`config.mk`:
```
export PLATFORM = sky130hd
export DESIGN_NAME = dwfifo_arbiter_flat
export DESIGN_NICKNAME = d
export VERILOG_FILES = /design/src/rtl/dwfifo_arbiter_if.sv /design/src/rtl/dwfifo_arbiter.sv /design/src/flat_wrapper.sv
export SDC_FILE = /design/constraint.sdc
export NUM_CORES = 1
export LEC_CHECK = 0
export BUFFER_PORTS_ARGS = -buffer_cell sky130_fd_sc_hd__buf_2
export CELL_PAD_IN_SITES_DETAIL_PLACEMENT = 1
export CELL_PAD_IN_SITES_GLOBAL_PLACEMENT = 1
export CORE_MARGIN = 5
export CORE_UTILIZATION = 30
export CTS_CLUSTER_SIZE = 40
export DETAILED_ROUTE_END_ITERATION = 6
export PLACE_DENSITY_LB_ADDON = 0.15
export SYNTH_ARGS = -nofsm -noshare
export SYNTH_HDL_FRONTEND = slang
export SYNTH_SLANG_ARGS = --single-unit
```
`constraint.sdc`:
```
create_clock -name clk -period 5.05 [get_ports clk]
set_clock_uncertainty 0.2 [all_clocks]
set_input_delay 0.2525 -clock clk [delete_from_list [all_inputs] [get_ports clk]]
set_output_delay 0.2525 -clock clk [all_outputs]
set_load 0.05 [all_outputs]
```
`src/rtl/dwfifo_arbiter_if.sv`:
```
// Bus bundle for dwfifo_arbiter: producer request lanes, FIFO push/pop ports and consumer stream.
interface dwfifo_arbiter_if #(
  parameter int unsigned NUM_REQ      = 4,
  parameter int unsigned INPUT_WIDTH  = 8,
  parameter int unsigned OUTPUT_WIDTH = 4,
  parameter int unsigned ID_WIDTH     = 2
);
  logic [NUM_REQ-1:0]             req_valid;
  logic [NUM_REQ-1:0]             req_last;
  logic [NUM_REQ*INPUT_WIDTH-1:0] req_data;
  logic [NUM_REQ-1:0]             req_ready;
  logic [ID_WIDTH-1:0]            grant_id;
  logic                           fifo_push;
  logic [INPUT_WIDTH-1:0]         fifo_d;
  logic                           fifo_full;
  logic                           fifo_pop;
  logic [OUTPUT_WIDTH-1:0]        fifo_q;
  logic                           fifo_empty;
  logic                           out_valid;
  logic [OUTPUT_WIDTH-1:0]        out_data;
  logic                           out_ready;

  // Controller side
  modport master (
    input  req_valid, req_last, req_data, fifo_full, fifo_q, fifo_empty, out_ready,
    output req_ready, grant_id, fifo_push, fifo_d, fifo_pop, out_valid, out_data
  );

  // Environment side: producers, FIFO and consumer
  modport slave (
    output req_valid, req_last, req_data, fifo_full, fifo_q, fifo_empty, out_ready,
    input  req_ready, grant_id, fifo_push, fifo_d, fifo_pop, out_valid, out_data
  );
endinterface

```
`src/rtl/dwfifo_arbiter.sv`:
```
// Controller for a shared wide-in/narrow-out FIFO: packet-atomic round-robin push arbitration
// and a full-throughput pop sequencer that hides the FIFO's one-cycle read latency.
module dwfifo_arbiter #(
  parameter int unsigned NUM_REQ      = 4,
  parameter int unsigned INPUT_WIDTH  = 8,
  parameter int unsigned OUTPUT_WIDTH = 4,
  parameter int unsigned ID_WIDTH     = 2
) (
  input  logic              clk,
  input  logic              rst,
  dwfifo_arbiter_if.master  bus_io
);

  typedef enum logic [0:0] {StArb, StLock} state_e;

  // Push side state
  state_e              state_q;
  logic [ID_WIDTH-1:0] rr_ptr_q;
  logic [ID_WIDTH-1:0] grant_id_q;

  logic                arb_found;
  logic [ID_WIDTH-1:0] arb_idx;
  logic [ID_WIDTH-1:0] cand;
  logic [ID_WIDTH-1:0] grant;
  logic                grant_valid;
  logic                accept;
  logic [ID_WIDTH-1:0] rr_next;

  // Pop side state
  logic [1:0]              occ_q, occ_d;
  logic                    inflight_q;
  logic [OUTPUT_WIDTH-1:0] buf_q [2];
  logic [OUTPUT_WIDTH-1:0] buf_d [2];
  logic                    drain;
  logic [2:0]              pending;
  logic                    pop;

  // Round-robin search: first valid requester at or above rr_ptr, wrapping.
  always_comb begin
    arb_found = 1'b0;
    arb_idx   = '0;
    cand      = '0;
    for (int unsigned k = 0; k < NUM_REQ; k++) begin
      cand = ID_WIDTH'((32'(rr_ptr_q) + k) % NUM_REQ);
      if (!arb_found && bus_io.req_valid[cand]) begin
        arb_found = 1'b1;
        arb_idx   = cand;
      end
    end
  end

  // Grant selection and push handshake; everything is held off while rst is high.
  always_comb begin
    grant       = (state_q == StLock) ? grant_id_q : arb_idx;
    grant_valid = (state_q == StLock) || arb_found;
    rr_next     = ID_WIDTH'((32'(grant) + 1) % NUM_REQ);
    bus_io.req_ready = '0;
    if (!rst && grant_valid && !bus_io.fifo_full) begin
      bus_io.req_ready[grant] = 1'b1;
    end
    accept           = bus_io.req_valid[grant] && bus_io.req_ready[grant];
    bus_io.fifo_push = accept;
    bus_io.fifo_d    = bus_io.req_data[32'(grant)*INPUT_WIDTH +: INPUT_WIDTH];
  end

  // Push FSM: lock onto a producer after a non-last word, release and advance rr_ptr on last.
  always_ff @(posedge clk) begin
    if (rst) begin
      state_q    <= StArb;
      rr_ptr_q   <= '0;
      grant_id_q <= '0;
    end else begin
      if (state_q == StArb && arb_found) begin
        grant_id_q <= arb_idx;
      end
      if (accept) begin
        if (bus_io.req_last[grant]) begin
          state_q  <= StArb;
          rr_ptr_q <= rr_next;
        end else begin
          state_q  <= StLock;
        end
      end
    end
  end

  assign bus_io.grant_id = grant_id_q;

  // Pop issue: only pop when the word arriving next cycle is guaranteed a buffer slot.
  always_comb begin
    drain   = (occ_q != 2'd0) && bus_io.out_ready;
    pending = {1'b0, occ_q} + {2'b00, inflight_q} - {2'b00, drain};
    pop     = !rst && !bus_io.fifo_empty && (pending < 3'd2);
  end

  assign bus_io.fifo_pop  = pop;
  assign bus_io.out_valid = (occ_q != 2'd0);
  assign bus_io.out_data  = buf_q[0];

  // Output buffer next state: entry 0 is oldest; drain shifts, capture appends behind.
  always_comb begin
    buf_d = buf_q;
    occ_d = occ_q;
    if (drain) begin
      buf_d[0] = buf_q[1];
      occ_d    = occ_q - 2'd1;
    end
    // Capture cannot see occ_d == 2: an inflight word always had a slot reserved.
    if (inflight_q) begin
      buf_d[occ_d[0]] = bus_io.fifo_q;
      occ_d           = occ_d + 2'd1;
    end
  end

  // Pop-side registers; rst drops any inflight word.
  always_ff @(posedge clk) begin
    if (rst) begin
      occ_q      <= '0;
      inflight_q <= 1'b0;
      buf_q[0]   <= '0;
      buf_q[1]   <= '0;
    end else begin
      occ_q      <= occ_d;
      inflight_q <= pop;
      buf_q      <= buf_d;
    end
  end

endmodule

```
`src/flat_wrapper.sv`:
```
// flat-port wrapper written by rule: the top's interface ports become plain ports
module dwfifo_arbiter_flat 
#(
  parameter int unsigned NUM_REQ      = 4,
  parameter int unsigned INPUT_WIDTH  = 8,
  parameter int unsigned OUTPUT_WIDTH = 4,
  parameter int unsigned ID_WIDTH     = 2
)
  (clk, rst, bus_io_req_valid, bus_io_req_last, bus_io_req_data, bus_io_fifo_full, bus_io_fifo_q, bus_io_fifo_empty, bus_io_out_ready, bus_io_req_ready, bus_io_grant_id, bus_io_fifo_push, bus_io_fifo_d, bus_io_fifo_pop, bus_io_out_valid, bus_io_out_data);
  dwfifo_arbiter_if #(.NUM_REQ(NUM_REQ), .INPUT_WIDTH(INPUT_WIDTH), .OUTPUT_WIDTH(OUTPUT_WIDTH), .ID_WIDTH(ID_WIDTH)) bus_io_i ();
  input  logic clk;
  input  logic rst;
  input wire logic [$bits(bus_io_i.req_valid)-1:0] bus_io_req_valid;
  input wire logic [$bits(bus_io_i.req_last)-1:0] bus_io_req_last;
  input wire logic [$bits(bus_io_i.req_data)-1:0] bus_io_req_data;
  input wire logic [$bits(bus_io_i.fifo_full)-1:0] bus_io_fifo_full;
  input wire logic [$bits(bus_io_i.fifo_q)-1:0] bus_io_fifo_q;
  input wire logic [$bits(bus_io_i.fifo_empty)-1:0] bus_io_fifo_empty;
  input wire logic [$bits(bus_io_i.out_ready)-1:0] bus_io_out_ready;
  output wire logic [$bits(bus_io_i.req_ready)-1:0] bus_io_req_ready;
  output wire logic [$bits(bus_io_i.grant_id)-1:0] bus_io_grant_id;
  output wire logic [$bits(bus_io_i.fifo_push)-1:0] bus_io_fifo_push;
  output wire logic [$bits(bus_io_i.fifo_d)-1:0] bus_io_fifo_d;
  output wire logic [$bits(bus_io_i.fifo_pop)-1:0] bus_io_fifo_pop;
  output wire logic [$bits(bus_io_i.out_valid)-1:0] bus_io_out_valid;
  output wire logic [$bits(bus_io_i.out_data)-1:0] bus_io_out_data;
  assign bus_io_i.req_valid = bus_io_req_valid;
  assign bus_io_i.req_last = bus_io_req_last;
  assign bus_io_i.req_data = bus_io_req_data;
  assign bus_io_i.fifo_full = bus_io_fifo_full;
  assign bus_io_i.fifo_q = bus_io_fifo_q;
  assign bus_io_i.fifo_empty = bus_io_fifo_empty;
  assign bus_io_i.out_ready = bus_io_out_ready;
  assign bus_io_req_ready = bus_io_i.req_ready;
  assign bus_io_grant_id = bus_io_i.grant_id;
  assign bus_io_fifo_push = bus_io_i.fifo_push;
  assign bus_io_fifo_d = bus_io_i.fifo_d;
  assign bus_io_fifo_pop = bus_io_i.fifo_pop;
  assign bus_io_out_valid = bus_io_i.out_valid;
  assign bus_io_out_data = bus_io_i.out_data;
  dwfifo_arbiter #(.NUM_REQ(NUM_REQ), .INPUT_WIDTH(INPUT_WIDTH), .OUTPUT_WIDTH(OUTPUT_WIDTH), .ID_WIDTH(ID_WIDTH)) u_core (.clk(clk), .rst(rst), .bus_io(bus_io_i));
endmodule
```
==> summary.md, run 1 <==
| Metric | Value |
|---|---|
| Status | `completed` |
| Setup slack, reg-to-reg | `2470 ps` |
| Gpl congestion | `0.791` |
| Period utilisation layout | `64.9%` |
| Maximum root-to-sink buffer count | `2` |
| TritonCTS buffer count | `3` |
| Crit path max-delay cell type | `fa_1` |
| Yosys warns | `0` |
| Multi-input combinational cell area | `890 um^2` |
| Fill cell count | `527` |
| Hold crit path type | `primary input to flop` |
| Final setup fails | `0` |
| Buf/Inv on CP | `5` |
| Overflow after GRT | `0` |
| Reg area | `320 um^2` |
| IO buf count | `69` |
| Pleak | `0.894 nW` |
| DRC | `0` |
| Most frequent cells in the layout | `buf_2 (69), nor2_1 (24), mux2i_1 (20)` |
| Width of the chip | `75.8 um` |
| Final wirelength | `3.77 mm` |
| P&R area growth vs syn | `33.4%` |
| Crit Path Category | `flop to primary output` |
| Design Power | `0.773 mW` |
| Clock slew at reported path FFs | `70 ps` |
| Reg2reg start | `u_core.occ_q[1]$_SDFF_PP0_` |
| Crit. path cell count | `12` |
| Full die area | `5750 um^2` |
| CP required | `4600 ps` |
| ANT cells | `0` |
| Initial DRC count | `31` |
| Row Count | `24` |
| RSZ-0062 raised after global routing | `no` |
| Hold Vio Cnt, Final | `0` |
| R2R Path End | `u_core.inflight_q$_SDFF_PP0_` |
| Max cap viols | `0` |
| Die H | `75.8 um` |
| Overall Global Routing Usage | `14.0%` |
| Fin nets | `271` |
| Setup crit end | `bus_io_fifo_pop` |
| First-pass GRT wire length | `6.40 mm` |
| Delay-heaviest family, CP | `adder cells` |
| Crit-path cells | `inv_1, ha_1, inv_1, nand2_1, inv_1, ha_1, inv_1, ha_1, fa_1, xnor2_1, nor4_1, buf_2` |
| Net Count, Synth | `205` |
| Via Count | `1313` |
| Cell mode on critical path | `inv_1` |
| Worst Path Max Fanout | `7` |
| CTS tree | `built` |
| Vias in the first global route | `1522` |
| Setup TNS | `0 ps` |
| Worst stage delay on the critical path | `380 ps` |
| Worst Setup SP | `u_core.occ_q[1]$_SDFF_PP0_` |
| Initial antenna violation count | `0` |
| Measured slew at the worst slew-check pin | `413 ps` |
| Max-slew violations | `0` |
| Worst vdd ir | `0.154 mV` |
| Post-CTS setup repair buffer count | `0` |
| Most common cell after layout, fill and taps aside | `buf_2` |
| Pin count of the biggest net entering global routing | `26` |
| Detail Placement HPWL | `3.13 mm` |
| Clock sink count | `16` |
| Syn Std Cell Area | `1300 um^2` |
| Synth Instances | `151` |
| Synth Register Bits | `16` |
| Worst Setup End Kind | `primary output` |
| Share of layout cells above drive strength 1 | `42.6%` |
| Root Driver | `clkbuf_8` |
| Sequential fraction of the synthesis area | `24.6%` |
| Fmax achieved | `305 MHz` |
| Worst R2R Path Depth | `11` |
| Drt first pass iters | `4` |
| Syn Area/Cell | `8.61 um^2` |
| Routed wire per std cell | `14.0 um` |
| PD cells | `446 nW/um^2` |
| Starting density of the core | `30.5%` |
| Crit path time final | `3280 ps` |
| Worst skew pair latency | `250 ps` |
| Vias per cell | `4.90` |
| Num ports | `70` |
| CP arrival | `2830 ps` |
| Worst slew margin | `72.2%` |
| Routed Antenna Nets | `0` |
| Netlist cell types | `34` |
| Core Area | `4260 um^2` |
| CTS HTree Levels | `1` |
| Crit start category | `flop` |
cell usage after synthesis (all sizes together):
cell type / n / area share (%)
a211oi: 4 / 2.3
a21boi: 1 / 0.58
a21o: 1 / 0.58
a21oi: 12 / 4.9
a22o: 1 / 0.67
a32oi: 1 / 2.1
and2: 2 / 0.96
buf: 6 / 3.5
clkbuf: 5 / 1.4
dfxtp: 16 / 25
fa: 1 / 1.5
ha: 4 / 3.9
inv: 9 / 2.6
mux2: 11 / 9.8
mux2i: 20 / 15
nand2: 9 / 3.2
nand2b: 4 / 1.9
nor2: 24 / 6.9
nor2b: 3 / 1.4
nor3: 1 / 0.38
nor3b: 1 / 0.58
nor4: 3 / 1.4
o211a: 2 / 1.5
o211ai: 1 / 0.58
o21ai: 2 / 0.77
o311ai: 1 / 0.67
o41ai: 2 / 2.8
or4: 1 / 0.87
xnor2: 2 / 1.3
xor2: 1 / 0.67
layout make-up:
cell class | instances | area share, %
clock buffer | 4 | 3.17
inverter | 9 | 1.95
tap | 52 | 3.75
multi-input combinational | 115 | 51.3
timing repair buffer | 72 | 21.4
sequential | 16 | 18.5
report_power, final:
group	leakage, nW	internal (mW)	total, mW	switching [mW]
sequential	0.131	0.157	0.180	0.0229
combinational	0.734	0.160	0.478	0.317
clock	0.0288	0.0691	0.115	0.0461
per-layer routing:
layer / wire (um) / vias up / global-route usage (%)
li1: - / 654 / -
met1: 1500 / 603 / 16.1
met2: 1900 / 54 / 25.5
met3: 344 / 2 / 3.56
met4: 22 / 0 / 3.88
met5: 0 / - / 0
worst min path at each step:
stage,startpoint,endpoint,slack (ps),cells past startpoint
floorplan,bus_io_fifo_empty,u_core.inflight_q$_SDFF_PP0_,130,1
global placement,bus_io_fifo_empty,u_core.inflight_q$_SDFF_PP0_,230,2
detailed placement,bus_io_fifo_empty,u_core.inflight_q$_SDFF_PP0_,250,2
CTS,bus_io_fifo_q[2],flop,70,3
global route,bus_io_fifo_q[3],flop,100,3
finish,bus_io_fifo_q[2],flop,70,3
worst reg2reg max path: cells and delay by family, from the launching register on:
kind	cells	cell delay [ps]
buffers and inverters	4	320
xor gates and xnor gates	1	150
and+or+nand+nor	2	440
adders and majority gates	4	1050
DFF	1	340
stage by stage:
stage	std cells	instance area, um^2	hold WS [ps]	utilization (%)	setup WS [ps]
floorplan	151	1300	131	-	893
global placement	263	1670	235	39.1	2160
detailed placement	263	1670	252	39.1	2030
CTS	268	1730	73.3	40.7	1750
global route	268	1730	96.4	40.7	1520
finish	268	1730	68.2	40.7	1770
repair_timing:
item | 4_1_cts | 5_1_grt
hold endpoints to repair | 1 | 0
hold buffers | 1 | 0
gates resized for setup | 0 | 0
cell families (layout without fill, tap and decap cells):
kind of cell	count (synthesis)	count (layout)	share of synthesized area, %
AO/OA/AOI/OAI	28	28	17.5
XOR/XNOR	3	3	2.02
adder cells (fa/ha/maj)	5	5	5.39
buffers and inverters	20	85	7.51
flip-flops	16	16	24.6
multiplexers	31	31	25.2
AND/OR/NAND/NOR	48	48	17.7
Power figures use the tool's default switching activity.
==> run 2: changes to the inputs <==
Settings changed: CORE_UTILIZATION 30 to 28.
Clock period 5.05 ns to 2.8 ns, I/O delays scaled along.
==> run 2 against run 1 <==
Sequential share of layout area shrank 1.7 points. Final area increased by 11%. First-iteration DRC count rose by 87%. Critical path depth stayed put. Sequential power up 87%. Clock power grew 50%. Critical endpoint unchanged. Highest routed layer unchanged.
==> summary.md, run 2 (synthesis gave the netlist of run 1 again) <==
| Metric | Value |
|---|---|
| Post-Layout Inst Area | `1930 um^2 (+11%)` |
| Worst slew margin | `67.2% (-4.9 points)` |
| Share of layout cells above drive strength 1 | `49.8% (+7.2 points)` |
| Clock sink count | `16 (unchanged)` |
| Final wirelength | `4.00 mm (+6.3%)` |
| CTS HTree Levels | `1 (unchanged)` |
| Maximum root-to-sink buffer count | `2 (unchanged)` |
| Crit start category | `flop` |
| CP required | `2460 ps (-2140 ps)` |
| Width of the chip | `78.1 um (+3.1%)` |
| Pint | `0.828 mW (+110%)` |
| Final setup fails | `0 (unchanged)` |
| Placed Cells incl. Taps | `264 (+0.38%)` |
| Design Power | `1.61 mW (+110%)` |
| Die H | `78.1 um (+3.1%)` |
| Initial DRC count | `58 (+87%)` |
| Overall Global Routing Usage | `13.3% (-0.68 points)` |
| Post-DP Area | `1750 um^2 (+4.6%)` |
| Crit Path Category | `flop to primary output` |
| ANT cells | `0 (unchanged)` |
| Num ports | `70 (unchanged)` |
| TritonCTS buffer count | `3 (unchanged)` |
| Met3 wire len | `292 um (-15%)` |
| Setup TNS | `0 ps (unchanged)` |
| Multi-input combinational cell area | `976 um^2 (+9.7%)` |
| Overflow after GRT | `0 (unchanged)` |
| Status | `completed` |
| DRC | `0 (unchanged)` |
| Most frequent cells in the layout | `buf_2 (67), nor2_1 (24), mux2i_1 (20)` |
| WL met2 | `2.21 mm (+17%)` |
| Combinational fraction of design power | `68.5% (+6.7 points)` |
| Clock slew at reported path FFs | `60 ps (about the same)` |
| Vias per cell | `4.96 (+1.2%)` |
| Switch share | `48.6% (-1.4 points)` |
| Period utilisation layout | `96.7%` |
| Worst Setup End Kind | `primary output` |
| Core Area | `4440 um^2 (+4.2%)` |
| Vias in the first global route | `1500 (-1.4%)` |
| Sequential share of power | `20.8% (-2.5 points)` |
| Detail Placement HPWL | `3.29 mm (+5.2%)` |
| PD cells | `835 nW/um^2 (+87%)` |
| Pin count of the biggest net entering global routing | `21 (-19%)` |
| Max-slew violations | `0 (unchanged)` |
| Measured slew at the worst slew-check pin | `486 ps (+73.2 ps)` |
| Root Driver | `clkbuf_8` |
| CP arrival | `2370 ps (-460 ps)` |
| Starting density of the core | `29.3% (-1.2 points)` |
| Worst Path Max Fanout | `3 (-4)` |
| CTS tree | `built` |
| Top sig layer | `met4` |
| IO buf count | `69 (unchanged)` |
| Finished Layout Cells | `279 (+4.1%)` |
| Initial antenna violation count | `0 (unchanged)` |
| Routed Antenna Nets | `0 (unchanged)` |
| Fmax achieved | `369 MHz` |
| Fill cell count | `540 (+2.5%)` |
| Fin nets | `283 (+4.4%)` |
| Clock network power share | `10.7% (-4.2 points)` |
| Reg area | `324 um^2 (+1.2%)` |
| First-pass GRT wire length | `6.73 mm (+5.1%)` |
| Via Count | `1383 (+5.3%)` |
| Pleak | `0.954 nW (+6.8%)` |
| P&R area growth vs syn | `48.4%` |
| Metal1 wirelength | `1.47 mm (-2.3%)` |
| Most common cell after layout, fill and taps aside | `buf_2` |
| Psw | `0.784 mW (+100%)` |
| Crit path time final | `2710 ps` |
| Row Count | `24 (unchanged)` |
| Gpl congestion | `0.775 (-2.1%)` |
| Routed wire per std cell | `14.4 um (+2.2%)` |
| Max cap viols | `0 (unchanged)` |
| Worst vdd ir | `0.264 mV (+71%)` |
| Fin util | `43.4% (+2.7 points)` |
| Worst skew pair latency | `250 ps (about the same)` |
| Hold crit path type | `primary input to flop` |
| Hold Vio Cnt, Final | `0 (unchanged)` |
| Full die area | `6110 um^2 (+6.2%)` |
| Drt first pass iters | `2 (-2)` |
[run 2: cell types whose count changed in the layout (fill, tap and decap cells not counted), sizes merged]
cell,delta
buf,+7
clkinvlp,+1
dlygate4sd3,+4
inv,-1
[run 2: worst paths after layout]
check                                   from                                     end  slack, ps  cells past startpoint
max               u_core.occ_q[1]$_SDFF_PP0_                         bus_io_fifo_pop         90                     12
min                                      rst  u_core.bus_io.grant_id[0]$_SDFFE_PP0P_         60                      2
max reg2reg  u_core.rr_ptr_q[1]$_SDFFE_PP0P_         u_core.rr_ptr_q[1]$_SDFFE_PP0P_        320                      8
min reg2reg                             flop                                    flop        300                      2
[run 2: worst max-delay path, stage by stage, from the launching register on]
cell,delay (ps)
dfxtp_4,350
inv_4,70
ha_4,140
clkinvlp_4,90
nand2_4,70
inv_2,40
ha_4,250
inv_2,50
ha_4,150
fa_2,380
xnor2_4,160
nor4_4,160
buf_6,190
[run 2: cell type report]
type | instances | share of cell area (%)
multi-input cells | 115 | 50.6
repair buffers | 84 | 25.0
flip-flops and latches | 16 | 16.8
well taps | 52 | 3.37
clock buffers | 3 | 2.14
inverters | 9 | 2.08
[run 2: layer usage]
layer / vias up / global-route usage [%]
li1: 680 / -
met1: 648 / 14.8
met2: 51 / 25.3
met3: 4 / 3.09
met4: 0 / 3.67
met5: - / 0
[run 2: what timing repair did]
action / 4_1_cts / 5_1_grt
pin swaps: 4 / 2
hold endpoints to repair: 8 / 0
endpoints found under the setup margin: 2 / 10
hold buffers: 5 / 0
resized for setup: 2 / 7
setup buffers: 2 / 5
[run 2: power groups by stage]
stage	sequential (mW)	combinational [mW]	clock [mW]
floorplan	0.335	0.778	0
global placement	0.334	0.928	0
detailed placement	0.337	0.967	0
CTS	0.332	1.01	0.178
global route	0.347	1.19	0.194
finish	0.336	1.10	0.172
[run 2: stage by stage]
step	hold slack (ps)	worst slack, ps
final	62.2	93.3
after global routing	88.8	-35.5
after CTS	67.7	25.4
after detailed placement	169	73.0
after global placement	155	144
after floorplan	18.7	-214
